[src/rtl/mem_ctrl.sv]
`default_nettype none
// ============================================================================
//  Module      : mem_ctrl
//  Description : Byte-serial controller between the pipeline (MEM loads and
//                stores, IF instruction fetch) and a single-port 8-bit RAM
//                with one cycle of read latency. Each access is split into
//                little-endian byte transactions; load data is assembled and
//                sign-/zero-extended.
//  Revision    : 1.0 - initial release
// ============================================================================
module mem_ctrl #(
   parameter int ADDR_W = 17
) (
   input  logic              clk,
   input  logic              rst,
   // MEM stage
   input  logic [2:0]        read_i,
   input  logic [1:0]        write_i,
   input  logic [31:0]       addr_i,
   input  logic [31:0]       wdata_i,
   output logic              read_busy_o,
   output logic              write_busy_o,
   output logic [31:0]       read_data_o,
   // IF stage
   input  logic              if_req_i,
   input  logic [31:0]       if_addr_i,
   output logic              if_busy_o,
   output logic              if_done_o,
   output logic [31:0]       if_inst_o,
   // RAM
   output logic [ADDR_W-1:0] ram_addr_o,
   output logic              ram_wr_o,
   output logic [7:0]        ram_dout_o,
   input  logic [7:0]        ram_din_i
);

   localparam logic [2:0] S_IDLE    = 3'd0;
   localparam logic [2:0] S_RD      = 3'd1;
   localparam logic [2:0] S_WR      = 3'd2;
   localparam logic [2:0] S_FETCH   = 3'd3;
   localparam logic [2:0] S_DONE_RD = 3'd4;
   localparam logic [2:0] S_DONE_WR = 3'd5;
   localparam logic [2:0] S_DONE_IF = 3'd6;

   localparam logic [2:0] c_LB  = 3'd1;
   localparam logic [2:0] c_LH  = 3'd2;
   localparam logic [2:0] c_LBU = 3'd4;
   localparam logic [2:0] c_LHU = 3'd5;

   logic [2:0]  r_state;
   logic [2:0]  r_cnt;      // cycles spent in the active state
   logic [2:0]  r_len;      // byte count of the current transaction
   logic [2:0]  r_ld_code;  // load code latched at acceptance
   logic [31:0] r_addr;
   logic [31:0] r_wdata;
   logic [31:0] r_buf;      // bytes received so far, little-endian

   logic        w_rd_valid;
   logic [2:0]  w_rd_len;
   logic [2:0]  w_wr_len;
   logic [2:0]  w_next_cnt;
   logic [1:0]  w_cap_idx;
   logic [1:0]  w_last_idx;
   logic [31:0] w_word;
   logic [31:0] w_ext;

   // Decode request codes into validity and byte counts
   always_comb begin
      w_rd_valid = (read_i != 3'd0) && (read_i <= 3'd5);
      case (read_i)
         c_LB, c_LBU: w_rd_len = 3'd1;
         c_LH, c_LHU: w_rd_len = 3'd2;
         default:     w_rd_len = 3'd4;
      endcase
      case (write_i)
         2'd1:    w_wr_len = 3'd1;
         2'd2:    w_wr_len = 3'd2;
         default: w_wr_len = 3'd4;
      endcase
   end

   // Busy flags are combinational so a stage can stall in the request cycle
   always_comb begin
      read_busy_o  = w_rd_valid && (r_state != S_DONE_RD);
      write_busy_o = (write_i != 2'd0) && (r_state != S_DONE_WR);
      if_busy_o    = (r_state == S_FETCH);
   end

   // Final word: buffered bytes with the last byte taken straight off the RAM
   always_comb begin
      w_next_cnt = r_cnt + 3'd1;
      w_cap_idx  = r_cnt[1:0] - 2'd1;
      w_last_idx = r_len[1:0] - 2'd1;
      w_word     = r_buf;
      w_word[{w_last_idx, 3'b000} +: 8] = ram_din_i;
      case (r_ld_code)
         c_LB:    w_ext = {{24{w_word[7]}}, w_word[7:0]};
         c_LH:    w_ext = {{16{w_word[15]}}, w_word[15:0]};
         c_LBU:   w_ext = {24'd0, w_word[7:0]};
         c_LHU:   w_ext = {16'd0, w_word[15:0]};
         default: w_ext = w_word;
      endcase
   end

   // Arbitration, byte sequencing and result registers
   always_ff @(posedge clk) begin
      if (rst) begin
         r_state     <= S_IDLE;
         r_cnt       <= 3'd0;
         r_len       <= 3'd0;
         r_ld_code   <= 3'd0;
         r_addr      <= 32'd0;
         r_wdata     <= 32'd0;
         r_buf       <= 32'd0;
         ram_addr_o  <= '0;
         ram_wr_o    <= 1'b0;
         ram_dout_o  <= 8'd0;
         read_data_o <= 32'd0;
         if_inst_o   <= 32'd0;
         if_done_o   <= 1'b0;
      end else begin
         if_done_o <= 1'b0;
         case (r_state)
            S_IDLE: begin
               r_cnt <= 3'd0;
               r_buf <= 32'd0;
               // Stores first, then loads, then fetch; byte 0 issues next cycle
               if (write_i != 2'd0) begin
                  r_state    <= S_WR;
                  r_len      <= w_wr_len;
                  r_addr     <= addr_i;
                  r_wdata    <= wdata_i;
                  ram_wr_o   <= 1'b1;
                  ram_addr_o <= addr_i[ADDR_W-1:0];
                  ram_dout_o <= wdata_i[7:0];
               end else if (w_rd_valid) begin
                  r_state    <= S_RD;
                  r_len      <= w_rd_len;
                  r_ld_code  <= read_i;
                  r_addr     <= addr_i;
                  ram_addr_o <= addr_i[ADDR_W-1:0];
               end else if (if_req_i) begin
                  r_state    <= S_FETCH;
                  r_len      <= 3'd4;
                  r_addr     <= if_addr_i;
                  ram_addr_o <= if_addr_i[ADDR_W-1:0];
               end
            end
            S_RD, S_FETCH: begin
               if (r_cnt == r_len) begin
                  // Last byte arrives now; a dropped request discards the result
                  if (r_state == S_RD) begin
                     r_state <= S_DONE_RD;
                     if (w_rd_valid)
                        read_data_o <= w_ext;
                  end else begin
                     r_state <= S_DONE_IF;
                     if (if_req_i) begin
                        if_inst_o <= w_word;
                        if_done_o <= 1'b1;
                     end
                  end
               end else begin
                  if (r_cnt != 3'd0)
                     r_buf[{w_cap_idx, 3'b000} +: 8] <= ram_din_i;
                  if (w_next_cnt < r_len)
                     ram_addr_o <= ADDR_W'(r_addr + {29'd0, w_next_cnt});
                  r_cnt <= w_next_cnt;
               end
            end
            S_WR: begin
               if (w_next_cnt == r_len) begin
                  r_state    <= S_DONE_WR;
                  ram_wr_o   <= 1'b0;
                  ram_dout_o <= 8'd0;
               end else begin
                  ram_wr_o   <= 1'b1;
                  ram_addr_o <= ADDR_W'(r_addr + {29'd0, w_next_cnt});
                  ram_dout_o <= r_wdata[{w_next_cnt[1:0], 3'b000} +: 8];
                  r_cnt      <= w_next_cnt;
               end
            end
            default: begin
               // DONE_* states last exactly one cycle
               r_state <= S_IDLE;
            end
         endcase
      end
   end

endmodule
`default_nettype wire

[config.mk]
export PLATFORM = sky130hd
export DESIGN_NAME = mem_ctrl
export DESIGN_NICKNAME = d
export VERILOG_FILES = /design/src/rtl/mem_ctrl.sv
export SDC_FILE = /design/constraint.sdc
export NUM_CORES = 1
export LEC_CHECK = 0
export BUFFER_PORTS_ARGS = -buffer_cell sky130_fd_sc_hd__buf_2
export CORE_MARGIN = 2
export CORE_UTILIZATION = 45
export DETAILED_ROUTE_END_ITERATION = 8
export HOLD_SLACK_MARGIN = 0.02
export PLACE_DENSITY = 0.74
export SYNTH_ARGS = -nofsm -noshare
export SYNTH_HDL_FRONTEND = slang
export SYNTH_SLANG_ARGS = --single-unit
export TNS_END_PERCENT = 10
[constraint.sdc]
create_clock -name clk -period 6.9 [get_ports clk]
set_input_delay 1.035 -clock clk [delete_from_list [all_inputs] [get_ports clk]]
set_output_delay 1.035 -clock clk [all_outputs]
set_load 0.01 [all_outputs]
# Word-level counts from Yosys, hierarchy flattened
# Index checks and enable logic that the tools add are counted.
# word_totals
ff_bits,184
input_bits,112
out_inout_bits,94
wordCells,118
# classes
addsub,6
order_cmp,2
eq_ne,25
shift,5
n_mux,38
bitwise_logic,4
n_reduce_logical,25
# op_table
op,n
$mux W17,9
$pmux W32 S4,1
$bwmux W32,2
$mux W32,2
$pmux W32 S2,1
$shift A8 B7 Y32 const A,2
$shiftx A8 B7 Y32,2
$pmux W17 S3,1
$shiftx A32 B6 Y8,1
$mux W3,10
$pmux W3 S3,2
$add A17 B3 Y17,1
$mux W8,2
$pmux W8 S2,1
$ne A2 B2 Y1 const B,7
$neg A5 Y7,2
$eq A3 B2 Y1 const B,4
$eq A3 B3 Y1 const B,4
$pmux W3 S2,2
$reduce_and A3 Y1,4
$reduce_bool A3 Y1,4
$eq A3 B1 Y1 const B,3
$reduce_and A4 Y1,2
$eq A3 B3 Y1,2
19 further kinds,34

# Depth between registers and ports, before layout
# Gate-level depths: netlist of run 1.
# depth
word_depth,7
mapped_depth,11
depth_no_buf,9

# Worst setup path before layout of run 1
# No wires, ideal clock.
# synth_path
path_kind,reg-to-reg
start,reg r_cnt[0]
end,reg ram_addr_o[10]
setup_time_ps,115
arrival_ps,3472
required_ps,6785
setup_slack_ps,3312
stages_incl_launch_ff,12
path_buffers,2
synth_period_minus_slack_ps,3588
path_cell_list,dfxtp_1 > clkbuf_1 > inv_1 > ha_1 > buf_1 > inv_1 > fa_1 > nand2b_1 > a2111oi_0 > xnor2_1 > nand2_1 > a31o_1
# synth_between
elab_chain_cells,5
word_cells_on_any_way,13
classes_between,add/sub (2); order compare (1); eq/ne (5); mux (4); reduce/logical (1)
# synth_rtl
item,line,text
start: declaration,51,logic [2:0] r_cnt;
start signal: assignment,168,r_cnt <= w_next_cnt;
start signal: assignment,180,r_cnt <= w_next_cnt;
$add A3 B1 Y3,91,w_next_cnt = r_cnt + 3'd1;
$add A17 B3 Y17,"167, 178",
$mux W17,166,if (w_next_cnt < r_len)
$mux W17,150,if (r_cnt == r_len) begin
$pmux W17 S3,123,case (r_state)
end signal: assignment,134,ram_addr_o <= addr_i[ADDR_W-1:0];
end signal: assignment,167,"ram_addr_o <= ADDR_W'(r_addr + {29'd0, w_next_cnt});"
end signal: assignment,178,"ram_addr_o <= ADDR_W'(r_addr + {29'd0, w_next_cnt});"
end: declaration,31,"output logic [ADDR_W-1:0] ram_addr_o,"
# Parallel ways exist; a longest one is shown, timed or not. The select of a mux whose other input is x is not followed.
# A chain may end at the register's enable or synchronous reset.

# Worst setup path in the final report of run 1
# Same ends and word-level chain as after synthesis.

==> results of run 1 <==
flip-flops by register name, summed over array words and instances, names as in the netlist:
signal	count
ram_addr_o	17
if_inst_o	32
r_state	3
r_wdata	32
read_data_o	32
ram_wr_o	1
r_cnt	3
r_buf	32
ram_dout_o	8
r_len	3
r_addr	17
if_done_o	1
r_ld_code	3
per-layer routing:
| layer | GRT usage | part of all wire |
|---|---|---|
| met1 | 0.296 | 0.48 |
| met2 | 0.344 | 0.45 |
| met3 | 0.0493 | 0.059 |
| met4 | 0.0577 | 0.012 |
| met5 | 0 | 0 |
final cells by class:
class,count,area [um^2]
Clock buffer,18,439
Tap cell,265,332
Multi-Input combinational cell,784,4840
Fill cell,1858,8990
Clock inverter,13,170
Sequential cell,184,3680
Timing Repair Buffer,183,938
Inverter,18,67.6
worst paths after layout:
| kind | start | endpoint | slack [ns] |
|---|---|---|---|
| worst max register to register | r_cnt[0]$_SDFFE_PP0P_ | ram_addr_o[10]$_SDFFE_PP0P_ | 2.84 |
| worst min-delay path | r_wdata[7]$_SDFFE_PP0P_ | r_wdata[7]$_SDFFE_PP0P_ | 0.45 |
| worst min register to register | r_wdata[7]$_SDFFE_PP0P_ | r_wdata[7]$_SDFFE_PP0P_ | 0.45 |
| worst max-delay path | r_cnt[0]$_SDFFE_PP0P_ | ram_addr_o[10]$_SDFFE_PP0P_ | 2.84 |
critical path: cells and delay by family (launching register included):
kind / cells / cell delay (ns)
AO/OA/AOI/OAI: 2 / 0.80
XOR/XNOR: 1 / 0.17
adder cells (fa/ha/maj): 2 / 1.35
buffers and inverters: 2 / 0.44
flip-flops: 1 / 0.88
AND/OR/NAND/NOR: 2 / 0.30
cells by family after synthesis:
family	Yosys count
compound gates	255
simple gates	422
mux	68
xor+xnor	18
buf+inv	87
flops	184
fa+ha+maj	21
report_power, final:
group	internal [mW]	total, mW	switching, mW
clock network	0.581	1.01	0.432
logic	0.681	1.76	1.08
registers	1.30	1.48	0.184
total	2.56	4.25	1.69
stage by stage:
step                hold slack, ns  setup slack, ns
finish                       0.453             2.84
global route                 0.470             2.48
CTS                          0.452             2.83
detailed placement           0.443             2.86
global placement             0.440             2.86
floorplan                    0.433             3.31
layout by cell type (no fill, tap or decap), types with 8 or more instances in the layout:
master,instances
dfxtp_1,184
buf_2,174
nor2_1,137
nand2_1,116
a21oi_1,85
a211oi_1,53
mux2i_1,51
o21ai_0,48
nor2b_1,43
and2_1,39
and3_1,23
ha_1,20
nand3_1,19
inv_1,18
a31oi_1,18
clkbuf_16,17
nand2b_1,14
xor2_1,10
mux2_2,9
a21o_1,9
buf_4,9
mux4_2,8
==> impl_metrics.env, run 1 <==
export IMPL_max_slew_margin=0.252
export IMPL_cpMostUsedCell="inv_1"
export IMPL_final_util=0.538
export IMPL_grt_overflow_total=0
export IMPL_worst_slew_pin_slew_ns=1.12
export IMPL_totalWireLength_mm=22.3
export IMPL_synth_compound_area_frac=0.180
export IMPL_syn_to_final_growth_pct=17.7
export IMPL_syn_inst=1055
export IMPL_crit_chain="inv_1 -> ha_1 -> inv_1 -> fa_1 -> nand2b_1 -> a2111oi_0 -> xnor2_1 -> nand2_1 -> a31o_1"
export IMPL_synth_main_ff_cell="dfxtp_1"
export IMPL_synth_most_common_cell="dfxtp_1"
export IMPL_synth_adder_area_share=0.0304
export IMPL_cts_tree="done"
export IMPL_setup_violations=0
export IMPL_grt_total_usage=0.216
export IMPL_fmax_ghz=0.246
export IMPL_start_kind="register"
export IMPL_fin_cells=1465
export IMPL_cap_violations=0
export IMPL_htreeDepth=4
export IMPL_arrival_ns=4.39
export IMPL_synth_top_family_by_area="simple AND/OR/NAND/NOR gates"
export IMPL_ys_seq_area_frac=0.414
export IMPL_fin_crit_ns=4.06
export IMPL_die_h_um=145
export IMPL_hold_depth=2
export IMPL_place_area_um2=9860
export IMPL_cp_data_required_time_ns=7.22
export IMPL_postRouteAntennaNets=0
export IMPL_vias_per_cell=5.32
export IMPL_fin_nets=1321
export IMPL_grt_max_degree=75
export IMPL_firstDrtPassIters=5
export IMPL_synth_edf_count=0
export IMPL_setup_tns_ns=0
export IMPL_ys_seq_elements=184
export IMPL_core_um2=19500
export IMPL_antenna_found_initial=1
export IMPL_powerDensity_nw_per_um2=406
export IMPL_min_period_over_period=0.589
export IMPL_hold_buffers=0
export IMPL_rsz0062_at_grt="no"
export IMPL_p_leak_nw=4.51
export IMPL_rows=51
export IMPL_yosysWarnings=0
export IMPL_grt_pass1_wl_mm=36.0
export IMPL_cts_reportedPaths_clkPinSlew_ns=0.07
export IMPL_synthXorXnorAreaFrac=0.0186
export IMPL_cts_setup_buffers=0
export IMPL_cts_buffer_depth=2
export IMPL_cpMaxStageDelayCell="ha_1"
export IMPL_synth_area_um2=8900
export IMPL_wl_per_cell_um=15.2
export IMPL_ff2ff_path_depth=9
export IMPL_synth_avg_cell_area_um2=8.43
export IMPL_die_w_um=145
export IMPL_synth_top_area_frac=0.414
export IMPL_synth_area_mux_share=0.0890
export IMPL_ioPinCount=206
export IMPL_peakVddDrop_mv=0.190
export IMPL_drive_gt1_frac=0.208
export IMPL_initialDrtViolationCount=476
export IMPL_cts_root_buf="clkbuf_16"
export IMPL_ys_types=61
export IMPL_hold_viol=0
export IMPL_clkSinkCount=184
export IMPL_final_cell_area_um2=10500
export IMPL_synthTopCellsByCount="184 x dfxtp_1, 137 x nor2_1, 116 x nand2_1"
export IMPL_post_cts_resize_count=0
export IMPL_cts_buffers_inserted=17
export IMPL_endpoint_kind="register"
export IMPL_synth_area_top_cells="dfxtp_1 41%, nor2_1 5.8%, mux2i_1 5.7%, nand2_1 4.9%, a21oi_1 4.8%"
export IMPL_total_power_mw=4.25
export IMPL_grt_pass1_vias=7175
export IMPL_clkLatencyLatePin_ns=0.43
export IMPL_yosysTopAreaCell="dfxtp_1"
export IMPL_dp_cells=1434
export IMPL_dieArea_um2=20900
export IMPL_drc=0
export IMPL_crit_type="register to register"
export IMPL_status="finished clean"
export IMPL_yosys_area_share_simple=0.226
export IMPL_slowest_delay_ns=0.89
export IMPL_async_flop_share=0
export IMPL_dp_hpwl_mm=15.7
export IMPL_num_antenna_cells=0
export IMPL_hp_class="register to register"
export IMPL_slew_violations=0
export IMPL_dr_total_vias=7797
export IMPL_numPortBuffers=175
export IMPL_skew_ns=0.00895
export IMPL_start_util=0.457
export IMPL_syn_nets=1188
export IMPL_gp_congestion=0.866
export IMPL_path_max_fanout=20
Note: power is estimated with default switching activity, not from simulation.
==> run 2, diff against run 1 <==
- ABC_AREA: not set -> 1
- clock period: 6.9 -> 4.1 ns (I/O delays scaled with it)
==> run 2 against run 1 <==
  * Global-route usage grew 0.38 points
  * Sequential power grew 74%
  * Non-clock buffer count grew 1
  * Critical endpoint is now ram_addr_o[12]$_SDFFE_PP0P_
  * Largest power group unchanged
  * Highest routed layer unchanged
==> impl_metrics.env, run 2 <==
export IMPL_crit_type="register to register"
export IMPL_skew_ns=0.0137
export IMPL_place_area_um2=9890
export IMPL_die_w_um=145
export IMPL_hold_buffers=0
export IMPL_synth_edf_count=0
export IMPL_postRouteAntennaNets=0
export IMPL_clkSinkCount=184
export IMPL_post_cts_resize_count=0
export IMPL_layout_commonest_cell="nand2_1"
export IMPL_layout_common_cells="240 x nand2_1, 184 x dfxtp_1, 175 x buf_2"
export IMPL_grt_max_degree=108
export IMPL_ff2ff_path_depth=12
export IMPL_min_to="if_inst_o[11]$_SDFFE_PP0P_"
export IMPL_syn_to_final_growth_pct=17.5
export IMPL_htreeDepth=4
export IMPL_setup_tns_ns=0
export IMPL_cts_reportedPaths_clkPinSlew_ns=0.07
export IMPL_vias_per_cell=5.11
export IMPL_min_period_over_period=0.712
export IMPL_grt_total_usage=0.220
export IMPL_grt_overflow_total=0
export IMPL_synth_area_um2=8940
export IMPL_cts_root_buf="clkbuf_16"
export IMPL_ys_types=37
export IMPL_cts_tree="done"
export IMPL_initialDrtViolationCount=721
export IMPL_rsz0062_at_grt="no"
export IMPL_synthTopCellsByCount="240 x nand2_1, 184 x dfxtp_1, 174 x nor2_1"
export IMPL_worst_slew_pin_slew_ns=1.00
export IMPL_synth_top_area_frac=0.412
export IMPL_fmax_ghz=0.342
export IMPL_synth_most_common_cell="nand2_1"
export IMPL_r2r_slack_ns=1.18
export IMPL_status="finished clean"
export IMPL_endpoint_kind="register"
export IMPL_syn_inst=1309
export IMPL_ys_seq_elements=184
export IMPL_gp_congestion=0.925
export IMPL_arrival_ns=3.25
export IMPL_drc=0
export IMPL_cap_violations=0
export IMPL_antenna_found_initial=0
export IMPL_dr_total_vias=8800
export IMPL_ioPinCount=206
export IMPL_hold_depth=2
export IMPL_grt_pass1_wl_mm=38.3
export IMPL_num_antenna_cells=0
export IMPL_synth_avg_cell_area_um2=6.83
export IMPL_synth_main_ff_cell="dfxtp_1"
export IMPL_die_h_um=145
export IMPL_async_flop_share=0
export IMPL_max_slew_margin=0.331
export IMPL_wl_per_cell_um=13.7
export IMPL_path_max_fanout=21
export IMPL_cp_data_required_time_ns=4.42
export IMPL_cts_buffer_depth=2
export IMPL_start_util=0.459
export IMPL_syn_nets=1442
export IMPL_firstDrtPassIters=5
export IMPL_drive_gt1_frac=0.168
export IMPL_fin_crit_ns=2.92
export IMPL_regToRegEndpoint="ram_addr_o[12]$_SDFFE_PP0P_"
export IMPL_dp_hpwl_mm=16.7
export IMPL_final_cell_area_um2=10500
export IMPL_synth_area_top_cells="dfxtp_1 41%, nand2_1 10%, o21ai_0 9.2%, nor2_1 7.3%, inv_1 7.0%"
export IMPL_dieArea_um2=21000
export IMPL_hp_class="register to register"
export IMPL_hold_viol=0
export IMPL_rows=51
export IMPL_totalWireLength_mm=23.7
export IMPL_start_kind="register"
export IMPL_numPortBuffers=175
export IMPL_setup_violations=0
export IMPL_slew_violations=0
export IMPL_ys_seq_area_frac=0.412
export IMPL_yosysWarnings=0
export IMPL_powerDensity_nw_per_um2=741
export IMPL_yosysTopAreaCell="dfxtp_1"
export IMPL_grt_pass1_vias=7777
export IMPL_peakVddDrop_mv=0.352
export IMPL_cts_buffers_inserted=17
export IMPL_fin_nets=1576
export IMPL_cts_setup_buffers=0
export IMPL_core_um2=19500
export IMPL_r2r_start="r_cnt[0]$_SDFFE_PP0P_"
export IMPL_min_from="if_inst_o[11]$_SDFFE_PP0P_"
export IMPL_p_leak_nw=4.85
export IMPL_clkLatencyLatePin_ns=0.43
run 2: cell types whose count changed after synthesis, sizes merged, moves of 10 or more:
cell and change:
nor2b -43, nand2b -14, nor2 +39, nand3 +36, nand2 +133, inv +156, and2 -39, o22ai +38
mux2i -51, a31oi -10, and3 -24, o21ai +116, a211oi -35, a21oi +25
run 2: how the worst max path moves through the flow:
| stage | from | endpoint |
|---|---|---|
| finish | r_cnt[0]$_SDFFE_PP0P_ | ram_addr_o[12]$_SDFFE_PP0P_ |
| global route | r_cnt[0]$_SDFFE_PP0P_ | ram_addr_o[12]$_SDFFE_PP0P_ |
| CTS | r_cnt[0]$_SDFFE_PP0P_ | ram_addr_o[12]$_SDFFE_PP0P_ |
| detailed placement | r_cnt[0]$_SDFFE_PP0P_ | ram_addr_o[12]$_SDFFE_PP0P_ |
| global placement | r_cnt[0]$_SDFFE_PP0P_ | read_data_o[10]$_SDFFE_PP0P_ |
| floorplan | r_cnt[0]$_SDFFE_PP0P_ | ram_addr_o[10]$_SDFFE_PP0P_ |
run 2: area by class of cell:
cell class | count | area (um^2)
clock inverters | 14 | 174
multi-input cells | 882 | 4280
clock buffers | 18 | 439
flip-flops and latches | 184 | 3680
repair buffers | 184 | 943
inverters | 174 | 656
well taps | 265 | 332
fillers | 1905 | 8960
run 2: per-layer routing:
| metal | wire length (um) | track usage |
|---|---|---|
| met3 | 1630 | 0.0333 |
| met4 | 498 | 0.0772 |
| met1 | 11000 | 0.313 |
| met2 | 10500 | 0.340 |
| met5 | 0 | 0 |
run 2: through the flow:
step | total power [mW] | instances | setup slack, ns | util | hold slack, ns
final | 7.79 | 1721 | 1.18 | 0.540 | 0.442
after global routing | 8.44 | 1721 | 0.927 | 0.540 | 0.459
after CTS | 7.80 | 1721 | 1.23 | 0.540 | 0.444
after detailed placement | 6.07 | 1689 | 1.24 | 0.508 | 0.433
after global placement | 6.00 | 1689 | 1.28 | 0.508 | 0.429
after floorplan | 5.28 | 1309 | 1.12 | - | 0.429
run 2: logic make-up (layout without fill, tap and decap cells):
family          after synthesis  in the layout  synth area share
flops                       184            184             0.412
simple gates                504            504             0.232
buf+inv                     243            390             0.110
fa+ha+maj                    21             21            0.0302
xor+xnor                      5              5           0.00490
compound gates              352            352             0.211
run 2: power breakdown:
group	leakage (nW)	internal [mW]	switching, mW
clock network	0.300	0.944	0.777
logic	3.04	1.11	2.39
registers	1.51	2.27	0.296
total	4.85	4.33	3.46
run 2: worst max-delay path, stage by stage (launching register included):
cell and delay [ns]:
dfxtp_1 0.64, ha_1 0.25, xor2_1 0.38, ha_1 0.34, nand3_1 0.12, nor2_1 0.08, nor2_1 0.13, nand2_2 0.12
nor2_2 0.14, buf_4 0.25, o21ai_0 0.11, nor2_1 0.18, nor2_1 0.06
==> run 3, diff against run 2 <==
- PLACE_DENSITY: 0.74 -> 0.76
- clock period: 4.1 -> 2.4 ns (I/O delays scaled with it)
==> run 3 against run 2 <==
  * Wire length rose by 2.5%
  * Final cell count rose by 1.4%
  * Setup slack got worse by 1.1 ns
  * Maximum frequency rose by 28%
  * Clock power rose by 62%
  * Cell area rose by 2.3%
  * Global-route usage rose by 0.53 points
  * Die area did not move
==> impl_metrics.env, run 3 (synthesis gave the netlist of run 2 again) <==
export IMPL_gp_congestion=0.933
export IMPL_endpoint_kind="register"
export IMPL_cts_buffers_inserted=17
export IMPL_num_antenna_cells=0
export IMPL_min_to="r_wdata[2]$_SDFFE_PP0P_"
export IMPL_total_power_mw=13.6
export IMPL_start_util=0.459
export IMPL_grt_pass1_wl_mm=39.0
export IMPL_seqPwrFrac=0.323
export IMPL_numPortBuffers=175
export IMPL_peakVddDrop_mv=0.671
export IMPL_dp_cells=1705
export IMPL_worst_slew_pin_slew_ns=0.862
export IMPL_p_int_mw=7.53
export IMPL_r2r_slack_ns=0.11
export IMPL_min_period_over_period=0.953
export IMPL_fmax_ghz=0.437
export IMPL_hp_class="primary input to register"
export IMPL_ff2ff_path_depth=11
export IMPL_fin_crit_ns=2.29
export IMPL_syn_to_final_growth_pct=20.2
export IMPL_p_sw_mw=6.09
export IMPL_clkSinkCount=184
export IMPL_hold_depth=3
export IMPL_wl_per_cell_um=13.9
export IMPL_fin_ws_ns=0.114
export IMPL_die_w_um=145
export IMPL_cap_violations=0
export IMPL_layout_commonest_cell="nand2_1"
export IMPL_p_leak_nw=4.95
export IMPL_hold_buffers=0
export IMPL_fin_cells=1745
export IMPL_cts_reportedPaths_clkPinSlew_ns=0.07
export IMPL_regToRegEndpoint="ram_addr_o[2]$_SDFFE_PP0P_"
export IMPL_swShare=0.447
export IMPL_dr_total_vias=8928
export IMPL_cts_buffer_depth=2
export IMPL_firstDrtPassIters=5
export IMPL_path_max_fanout=6
export IMPL_cts_root_buf="clkbuf_16"
export IMPL_layout_common_cells="239 x nand2_1, 182 x dfxtp_1, 176 x buf_2"
export IMPL_min_from="wdata_i[2]"
export IMPL_r2r_start="r_cnt[0]$_SDFFE_PP0P_"
export IMPL_arrival_ns=2.62
export IMPL_grt_overflow_total=0
export IMPL_power_frac_comb=0.473
export IMPL_drc=0
export IMPL_cts_tree="done"
export IMPL_vias_per_cell=5.12
export IMPL_drive_gt1_frac=0.191
export IMPL_htreeDepth=4
export IMPL_initialDrtViolationCount=719
export IMPL_skew_ns=0.00974
export IMPL_postRouteAntennaNets=0
export IMPL_dieArea_um2=21000
export IMPL_power_frac_clock=0.204
export IMPL_grt_total_usage=0.225
export IMPL_hold_viol=0
export IMPL_grt_max_degree=78
export IMPL_powerDensity_nw_per_um2=1270
export IMPL_clkLatencyLatePin_ns=0.44
export IMPL_grt_pass1_vias=7949
export IMPL_crit_type="register to register"
export IMPL_pre_cts_ws_ns=0.0811
export IMPL_antenna_found_initial=0
export IMPL_fin_nets=1600
export IMPL_start_kind="register"
export IMPL_totalWireLength_mm=24.3
export IMPL_rows=51
export IMPL_setup_tns_ns=0
export IMPL_ioPinCount=206
export IMPL_status="finished clean"
export IMPL_slew_violations=0
export IMPL_setup_violations=0
export IMPL_max_slew_margin=0.425
export IMPL_core_um2=19500
export IMPL_dp_hpwl_mm=17.1
export IMPL_cp_data_required_time_ns=2.73
export IMPL_die_h_um=145
[run 3: cell types whose count changed in the layout (fill, tap and decap cells not counted), sizes merged]
cell | previous run | this run
clkbuf | 18 | 19
clkinv | 2 | 4
buf | 184 | 206
clkinvlp | 1 | 5
bufinv | 2 | 1
inv | 183 | 179
[run 3: worst max-delay path, cell delays in order (launching register included)]
cell        delay [ns]
dfxtp_4           0.37
ha_2              0.20
xor2_2            0.15
ha_1              0.35
nand3_2           0.09
nor2_1            0.07
nor2_2            0.13
nand2_2           0.10
nor2_4            0.24
clkinvlp_4        0.23
a21oi_1           0.18
nor2_1            0.06
[run 3: worst max-delay path by stage]
stage               slack, ns             startpoint                          end
floorplan                0.01  r_cnt[0]$_SDFFE_PP0P_  ram_addr_o[10]$_SDFFE_PP0P_
global placement         0.12  r_cnt[1]$_SDFFE_PP0P_   ram_addr_o[7]$_SDFFE_PP0P_
detailed placement       0.08  r_cnt[1]$_SDFFE_PP0P_   ram_addr_o[7]$_SDFFE_PP0P_
CTS                      0.04  r_cnt[1]$_SDFFE_PP0P_   ram_addr_o[7]$_SDFFE_PP0P_
global route           -0.006  r_cnt[0]$_SDFFE_PP0P_   ram_addr_o[7]$_SDFFE_PP0P_
finish                   0.11  r_cnt[0]$_SDFFE_PP0P_   ram_addr_o[2]$_SDFFE_PP0P_
[run 3: power by group through the flow]
stage	Sequential (mW)	Combinational, mW	Clock [mW]
2_1_floorplan	4.45	4.62	0
3_3_place_gp	4.43	5.96	0
3_5_place_dp	4.46	6.08	0
4_1_cts	4.39	6.12	2.81
5_1_grt	4.49	7.26	2.93
6_report	4.40	6.44	2.78
[run 3: per-layer routing]
layer	part of all wire	wire [um]	track usage	vias to the layer above
met5	0	0	0	-
met1	0.47	11300	0.307	4034
met2	0.45	11000	0.360	293
met3	0.059	1430	0.0406	41
met4	0.023	561	0.0782	0
li1	-	-	-	4560
[run 3: area by class of cell]
class	instances	area (um^2)
fillers	1893	8710
repair buffers	207	1150
clock inverters	14	139
repair inverters	1	7.51
inverters	174	662
multi-input cells	882	4330
flip-flops and latches	184	3690
clock buffers	18	439
well taps	265	332
[run 3: repair_timing]
| item | CTS | global route |
|---|---|---|
| gates resized for setup | 0 | 12 |
| setup buffers | 0 | 5 |
| endpoints found under the setup margin | 0 | 17 |
| hold endpoints to repair | 0 | 0 |
[run 3: metrics by stage]
step / instance area, um^2 / util / hold WS (ns)
3_5_place_dp: 10100 / 0.518 / 0.431
6_report: 10700 / 0.552 / 0.193
5_1_grt: 10700 / 0.552 / 0.195
3_3_place_gp: 10100 / 0.518 / 0.428
4_1_cts: 10700 / 0.547 / 0.182
2_1_floorplan: 9000 / - / 0.429
